[src/rtl/pll_mdrp_pkg.sv]
// Shared encodings for the PLL MDRP master: port opcodes, FSM states, default address width.
package pll_mdrp_pkg;

  localparam int unsigned DEF_ADDR_W = 7;

  typedef enum logic [1:0] {
    MDOPC_NOP   = 2'b00,
    MDOPC_WRITE = 2'b01,
    MDOPC_READ  = 2'b10,
    MDOPC_ARST  = 2'b11
  } mdopc_t;

  typedef enum logic [2:0] {
    ST_IDLE,
    ST_RST,
    ST_INC,
    ST_OP,
    ST_CAP,
    ST_VFY,
    ST_RSP
  } state_t;

endpackage

[src/rtl/pll_mdrp_if.sv]
// Request/response handshake between control logic (master) and pll_mdrp_master (slave).
interface pll_mdrp_if #(
  parameter int unsigned ADDR_W = pll_mdrp_pkg::DEF_ADDR_W
);
  logic              req_valid;
  logic              req_ready;
  logic              req_we;
  logic [ADDR_W-1:0] req_addr;
  logic [7:0]        req_wdata;
  logic              rsp_valid;
  logic [7:0]        rsp_rdata;
  logic              rsp_err;
  logic              busy;

  modport master (
    output req_valid, req_we, req_addr, req_wdata,
    input  req_ready, rsp_valid, rsp_rdata, rsp_err, busy
  );

  modport slave (
    input  req_valid, req_we, req_addr, req_wdata,
    output req_ready, rsp_valid, rsp_rdata, rsp_err, busy
  );
endinterface

[src/rtl/pll_mdrp_slot_timer.sv]
// Slot counter: mdclk low for the first HALF cycles of a slot, high for the rest; start/last strobes.
module pll_mdrp_slot_timer #(
  parameter int unsigned HALF = 1
) (
  input  logic clkin,
  input  logic reset,
  input  logic run,
  output logic mdclk,
  output logic slot_start,
  output logic slot_last
);
  localparam int unsigned LAST = 2 * HALF - 1;

  logic [4:0] cnt;
  logic [4:0] cnt_n;

  // Counter parks at zero while idle so the first slot starts the cycle after acceptance.
  always_comb begin
    cnt_n = '0;
    if (run && cnt != 5'(LAST)) cnt_n = cnt + 5'd1;
  end

  always_ff @(posedge clkin) begin
    if (reset) begin
      cnt   <= '0;
      mdclk <= 1'b0;
    end else begin
      cnt   <= cnt_n;
      mdclk <= (cnt_n >= 5'(HALF));
    end
  end

  assign slot_start = run && (cnt == '0);
  assign slot_last  = run && (cnt == 5'(LAST));

endmodule

[src/rtl/pll_mdrp_master.sv]
// Fabric-side initiator for the PLL dynamic reconfiguration port with a shadow address pointer.
// Optional write readback verification: define PLL_MDRP_VERIFY_EN.
module pll_mdrp_master
  import pll_mdrp_pkg::*;
#(
  parameter int unsigned ADDR_W     = DEF_ADDR_W,
  parameter int unsigned MDCLK_HALF = 1
) (
  input  logic       clkin,
  input  logic       reset,
  pll_mdrp_if.slave  req_if,
  output logic       mdclk,
  output logic [1:0] mdopc,
  output logic       mdainc,
  output logic [7:0] mdwdi,
  input  logic [7:0] mdrdo
);
  state_t            state, nxt;
  logic [ADDR_W-1:0] addr_q, ptr, ptr_inc;
  logic [7:0]        wdata_q, wdata_n, rdata_q;
  logic              we_q, we_n, ptr_valid, vfy_ph_n;
  logic              req_ready_q, busy_q, rsp_valid_q;
  logic              run, accept, slot_start, slot_last;
`ifdef PLL_MDRP_VERIFY_EN
  logic              vfy_ph, rsp_err_q;
`endif

  function automatic state_t seek(input logic [ADDR_W-1:0] a, input logic [ADDR_W-1:0] p,
                                  input logic pv);
    state_t s;
    if (!pv || a < p) s = ST_RST;
    else if (a > p)   s = ST_INC;
    else              s = ST_OP;
    return s;
  endfunction

  function automatic mdopc_t slot_opc(input state_t s, input logic we, input logic vph);
    mdopc_t o;
    case (s)
      ST_RST:  o = MDOPC_ARST;
      ST_OP:   o = we ? MDOPC_WRITE : MDOPC_READ;
      ST_VFY:  o = vph ? MDOPC_NOP : MDOPC_READ;
      default: o = MDOPC_NOP;
    endcase
    return o;
  endfunction

  assign run     = state inside {ST_RST, ST_INC, ST_OP, ST_CAP, ST_VFY};
  assign accept  = req_ready_q && req_if.req_valid;
  assign ptr_inc = ptr + ADDR_W'(1);

  pll_mdrp_slot_timer #(.HALF(MDCLK_HALF)) u_timer (
    .clkin      (clkin),
    .reset      (reset),
    .run        (run),
    .mdclk      (mdclk),
    .slot_start (slot_start),
    .slot_last  (slot_last)
  );

  // Next state is evaluated at acceptance and at every slot boundary; the slot
  // outputs for that next state are registered on the same edge.
  always_comb begin
    nxt      = ST_IDLE;
    vfy_ph_n = 1'b0;
    we_n     = we_q;
    wdata_n  = wdata_q;
    case (state)
      ST_IDLE: begin
        nxt     = seek(req_if.req_addr, ptr, ptr_valid);
        we_n    = req_if.req_we;
        wdata_n = req_if.req_wdata;
      end
      ST_RST: nxt = (addr_q == '0) ? ST_OP : ST_INC;
      ST_INC: nxt = (ptr_inc == addr_q) ? ST_OP : ST_INC;
`ifdef PLL_MDRP_VERIFY_EN
      ST_OP:  nxt = we_q ? ST_VFY : ST_CAP;
      ST_VFY: begin
        nxt      = vfy_ph ? ST_RSP : ST_VFY;
        vfy_ph_n = !vfy_ph;
      end
`else
      ST_OP:  nxt = we_q ? ST_RSP : ST_CAP;
`endif
      ST_CAP: nxt = ST_RSP;
      default: nxt = ST_IDLE;
    endcase
  end

  always_ff @(posedge clkin) begin
    if (reset) begin
      state       <= ST_IDLE;
      ptr         <= '0;
      ptr_valid   <= 1'b0;
      addr_q      <= '0;
      wdata_q     <= '0;
      we_q        <= 1'b0;
      req_ready_q <= 1'b1;
      busy_q      <= 1'b0;
      rsp_valid_q <= 1'b0;
      rdata_q     <= '0;
      mdopc       <= MDOPC_NOP;
      mdainc      <= 1'b0;
      mdwdi       <= '0;
`ifdef PLL_MDRP_VERIFY_EN
      vfy_ph      <= 1'b0;
      rsp_err_q   <= 1'b0;
`endif
    end else begin
      if (accept) begin
        addr_q      <= req_if.req_addr;
        wdata_q     <= req_if.req_wdata;
        we_q        <= req_if.req_we;
        req_ready_q <= 1'b0;
        busy_q      <= 1'b1;
      end
      if (accept || slot_last) begin
        state       <= nxt;
        mdopc       <= slot_opc(nxt, we_n, vfy_ph_n);
        mdainc      <= (nxt == ST_INC);
        rsp_valid_q <= (nxt == ST_RSP);
        if (nxt == ST_OP && we_n) mdwdi <= wdata_n;
      end
      if (slot_last && state == ST_RST) begin
        ptr       <= '0;
        ptr_valid <= 1'b1;
      end
      if (slot_last && state == ST_INC) ptr <= ptr_inc;
      if (slot_last && state == ST_CAP) begin
        rdata_q <= mdrdo;
`ifdef PLL_MDRP_VERIFY_EN
        rsp_err_q <= 1'b0;
`endif
      end
`ifdef PLL_MDRP_VERIFY_EN
      if (slot_last && state == ST_VFY) begin
        vfy_ph <= vfy_ph_n;
        if (vfy_ph) begin
          rdata_q   <= mdrdo;
          rsp_err_q <= (mdrdo != wdata_q);
        end
      end
`endif
      if (state == ST_RSP) begin
        state       <= ST_IDLE;
        rsp_valid_q <= 1'b0;
        busy_q      <= 1'b0;
        req_ready_q <= 1'b1;
      end
    end
  end

  assign req_if.req_ready = req_ready_q;
  assign req_if.busy      = busy_q;
  assign req_if.rsp_valid = rsp_valid_q;
  assign req_if.rsp_rdata = rdata_q;
`ifdef PLL_MDRP_VERIFY_EN
  assign req_if.rsp_err   = rsp_err_q;
`else
  assign req_if.rsp_err   = 1'b0;
`endif

  // Slots always open with mdclk low.
  slot_start_low: assert property (@(posedge clkin) disable iff (reset) slot_start |-> !mdclk);

endmodule

[src/flat_wrapper.sv]
// flat-port wrapper written by rule: the top's interface ports become plain ports
module pll_mdrp_master_flat import pll_mdrp_pkg::*;
#(
  parameter int unsigned ADDR_W     = DEF_ADDR_W,
  parameter int unsigned MDCLK_HALF = 1
)
  (clkin, reset, mdclk, mdopc, mdainc, mdwdi, mdrdo, req_if_req_valid, req_if_req_we, req_if_req_addr, req_if_req_wdata, req_if_req_ready, req_if_rsp_valid, req_if_rsp_rdata, req_if_rsp_err, req_if_busy);
  pll_mdrp_if #(.ADDR_W(ADDR_W)) req_if_i ();
  input  logic clkin;
  input  logic reset;
  output logic mdclk;
  output logic [1:0] mdopc;
  output logic mdainc;
  output logic [7:0] mdwdi;
  input  logic [7:0] mdrdo;
  input wire logic [$bits(req_if_i.req_valid)-1:0] req_if_req_valid;
  input wire logic [$bits(req_if_i.req_we)-1:0] req_if_req_we;
  input wire logic [$bits(req_if_i.req_addr)-1:0] req_if_req_addr;
  input wire logic [$bits(req_if_i.req_wdata)-1:0] req_if_req_wdata;
  output wire logic [$bits(req_if_i.req_ready)-1:0] req_if_req_ready;
  output wire logic [$bits(req_if_i.rsp_valid)-1:0] req_if_rsp_valid;
  output wire logic [$bits(req_if_i.rsp_rdata)-1:0] req_if_rsp_rdata;
  output wire logic [$bits(req_if_i.rsp_err)-1:0] req_if_rsp_err;
  output wire logic [$bits(req_if_i.busy)-1:0] req_if_busy;
  assign req_if_i.req_valid = req_if_req_valid;
  assign req_if_i.req_we = req_if_req_we;
  assign req_if_i.req_addr = req_if_req_addr;
  assign req_if_i.req_wdata = req_if_req_wdata;
  assign req_if_req_ready = req_if_i.req_ready;
  assign req_if_rsp_valid = req_if_i.rsp_valid;
  assign req_if_rsp_rdata = req_if_i.rsp_rdata;
  assign req_if_rsp_err = req_if_i.rsp_err;
  assign req_if_busy = req_if_i.busy;
  pll_mdrp_master #(.ADDR_W(ADDR_W), .MDCLK_HALF(MDCLK_HALF)) u_core (.clkin(clkin), .reset(reset), .req_if(req_if_i), .mdclk(mdclk), .mdopc(mdopc), .mdainc(mdainc), .mdwdi(mdwdi), .mdrdo(mdrdo));
endmodule
[config.mk]
export PLATFORM = sky130hd
export DESIGN_NAME = pll_mdrp_master_flat
export DESIGN_NICKNAME = d
export VERILOG_FILES = /design/src/rtl/pll_mdrp_pkg.sv /design/src/rtl/pll_mdrp_if.sv /design/src/rtl/pll_mdrp_slot_timer.sv /design/src/rtl/pll_mdrp_master.sv /design/src/flat_wrapper.sv
export SDC_FILE = /design/constraint.sdc
export NUM_CORES = 1
export LEC_CHECK = 0
export CAP_MARGIN = 20
export CORE_UTILIZATION = 33
export CTS_CLUSTER_SIZE = 25
export DETAILED_ROUTE_END_ITERATION = 10
export HOLD_SLACK_MARGIN = 0.05
export SLEW_MARGIN = 25
export SYNTH_ARGS = -nofsm -noshare
export SYNTH_HDL_FRONTEND = slang
export SYNTH_SLANG_ARGS = --single-unit
export TNS_END_PERCENT = 30
[constraint.sdc]
create_clock -name clkin -period 2.6 [get_ports clkin]
set_clock_uncertainty 0.1 [all_clocks]
set_input_delay 0.52 -clock clkin [delete_from_list [all_inputs] [get_ports clkin]]
set_output_delay 0.52 -clock clkin [all_outputs]
set_load 0.03 [all_outputs]
==> reports/metrics.yaml <==
status: "complete, no violations"
syn_area_per_cell_um2: 8.13
synth_area_leaders: "dfxtp_1 40%, nand2_1 8.1%, a21oi_1 7.5%"
holdWs_ns: 0.360
synth_top_area_cell: "dfxtp_1"
cts_htree_levels: 2
overflow: 0
synth_fp_nets: 375
fin_util_pct: 44.6
ir_drop_mv: 0.221
r2r_cells: 7
num_io_pins: 51
max_freq_mhz: 411
critPathMaxFanout: 8
wire_per_inst_um: 13.2
clock_path_buffers: 2
rsz0062_at_grt: "false"
syn_area_um2: 2750
synth-seq-cells: 55
critical_path_required_ns: 2.72
synthCells: 338
slew_headroom_pct: 46.5
ant_nets: 0
clk_latency_ns: 0.32
grt_pass1_wl_mm: 10.8
tightest_slew_ns: 0.794
async_flop_share_pct: 0
gp_congestion: 0.818
seq_area_frac_synth_pct: 40.1
drc: 0
min_period_over_period_pct: 93.6
portBuffers: 49
worst_hold_path_type: "register to register"
drive_gt1_share_pct: 10.2
fillers: 773
initial_core_util_pct: 34.8
nNetsFinal: 429
antenna_found_initial: 0
hold_buffers: 0
yosys_warnings: 0
setup_viol: 0
syn_to_final_growth_pct: 28.1
synth_most_common_cell: "nand2_1"
die-area_um2: 8690
placed_cell_area_um2: 3400
path_class: "input port to register"
numCtsBuffers: 5
power_leakage_nw: 1.37
vias: 2452
synthTopCellsByCount: "59 x nand2_1, 55 x dfxtp_1, 41 x a21oi_1"
cp-start-kind: "input port"
fp.dieW_um: 93.2
first_iter_violations: 156
dp_hpwl_mm: 4.78
yosysUniqueCellTypes: 43
synth-edff-count: 0
period_minus_slack_ns: 2.43
via_per_inst: 4.95
grt_pass1_vias: 2280
postCtsSetupRepairBufs: 0
post_cts_resize_count: 0
path_clk_slew_ns: 0.11
hold_depth: 2
finalInstanceArea_um2: 3520
num_rows: 32
grt.total_usage_pct: 15.7
n_antenna_cell: 0
synth_ff_type: "dfxtp_1"
drv_slew: 0
power.density_nw_per_um2: 514
arrival_ns: 2.55
grt_max_degree: 26
finalHoldViolCount: 0
cts_root_buffer: "clkbuf_8"
cts_tree: "built"
cts_num_sinks: 55
first_pass_iters: 4
coreArea_um2: 7890
die_y_um: 93.2
synth_top_area_share_pct: 40.1
drv_cap: 0
end_kind: "register"
drt_wl_total_mm: 6.53
==> report_power, final <==
group | switching [W] | leakage, nW | internal, W
combinational | 0.000173 | 0.869 | 0.000142
sequential | 0.0000302 | 0.447 | 0.000872
clock | 0.000300 | 0.0548 | 0.000291
==> kinds of logic (layout without fill, tap and decap cells) <==
logic type / Yosys count / after routing / share of synthesized area, %
buf+inv: 29 / 84 / 4.28
flops: 55 / 55 / 40.1
simple gates: 141 / 141 / 24.3
compound gates: 72 / 72 / 16.0
mux: 16 / 16 / 6.19
fa+ha+maj: 10 / 10 / 4.55
other cells: 1 / 1 / 0.136
xor+xnor: 14 / 14 / 4.46
==> path summary, 6_finish.rpt <==
kind,from,to,slack (ns)
max reg2reg,u_core.ptr[1]$_SDFFE_PP0P_,u_core.mdwdi[3]$_SDFFE_PP0P_,0.26
max,req_if_req_addr[1],u_core.mdwdi[3]$_SDFFE_PP0P_,0.17
min reg2reg,u_core.wdata_q[5]$_SDFFE_PP0P_,u_core.wdata_q[5]$_SDFFE_PP0P_,0.36
min,u_core.wdata_q[5]$_SDFFE_PP0P_,u_core.wdata_q[5]$_SDFFE_PP0P_,0.36
==> state kept, by name (all words and copies together) (netlist names) <==
signal	count
u_core.ptr_valid	1
u_core.mdwdi	8
u_core.req_if.req_ready	1
u_core.addr_q	7
u_core.req_if.rsp_valid	1
u_core.req_if.rsp_rdata	8
u_core.state	3
u_core.req_if.busy	1
u_core.we_q	1
u_core.wdata_q	8
u_core.ptr	7
u_core.u_timer.cnt	5
u_core.u_timer.mdclk	1
u_core.mdopc	2
u_core.mdainc	1
==> metal layers <==
metal | wire length [um] | GRT usage, % | share of wire (%)
met2 | 3100 | 26.1 | 47
met1 | 3030 | 20.7 | 46
met4 | 85 | 4.62 | 1.3
met3 | 317 | 2.60 | 4.9
met5 | 0 | 0 | 0
==> final cells by class <==
cell class,count,area [um^2],area share (%)
clock buffer,5,68.8,1.96
multi-input combinational,254,1530,43.4
inverter,11,41.3,1.17
clock inverter,3,46.3,1.32
timing repair buffer,65,606,17.2
sequential,55,1100,31.3
tap,102,128,3.63
==> per-stage QoR <==
| stage | setup TNS (ns) | worst slack [ns] | total power [W] | cells |
|---|---|---|---|---|
| after floorplan | 0 | 0.310 | 0.00111 | 338 |
| after global placement | -1.27 | -0.157 | 0.00124 | 487 |
| after detailed placement | -1.67 | -0.212 | 0.00124 | 487 |
| after CTS | 0 | 0.141 | 0.00183 | 495 |
| after global routing | 0 | 0.0719 | 0.00190 | 495 |
| final | 0 | 0.166 | 0.00181 | 495 |
==> placed cells by master (no fill, tap or decap), types with 4 or more instances in the layout <==
cell,count
nand3_1,12
nand4_1,6
nor2_1,30
nor2b_1,12
inv_1,11
nand2_1,59
mux2i_1,8
clkdlybuf4s50_1,48
o21ai_0,14
mux2_2,8
clkbuf_8,5
dfxtp_1,55
nor3_1,4
or3_1,4
buf_4,16
a21oi_1,41
a31oi_1,5
ha_1,10
xnor2_1,10
xor2_1,4
==> critical path, stage by stage <==
cell and delay (ns):
clkdlybuf4s50_1 0.43, ha_1 0.32, nor2b_1 0.13, o21ai_0 0.14, a21oi_1 0.10, o21a_1 0.22
o211ai_4 0.31, mux2_2 0.38
(Power assumes the default switching activity.)
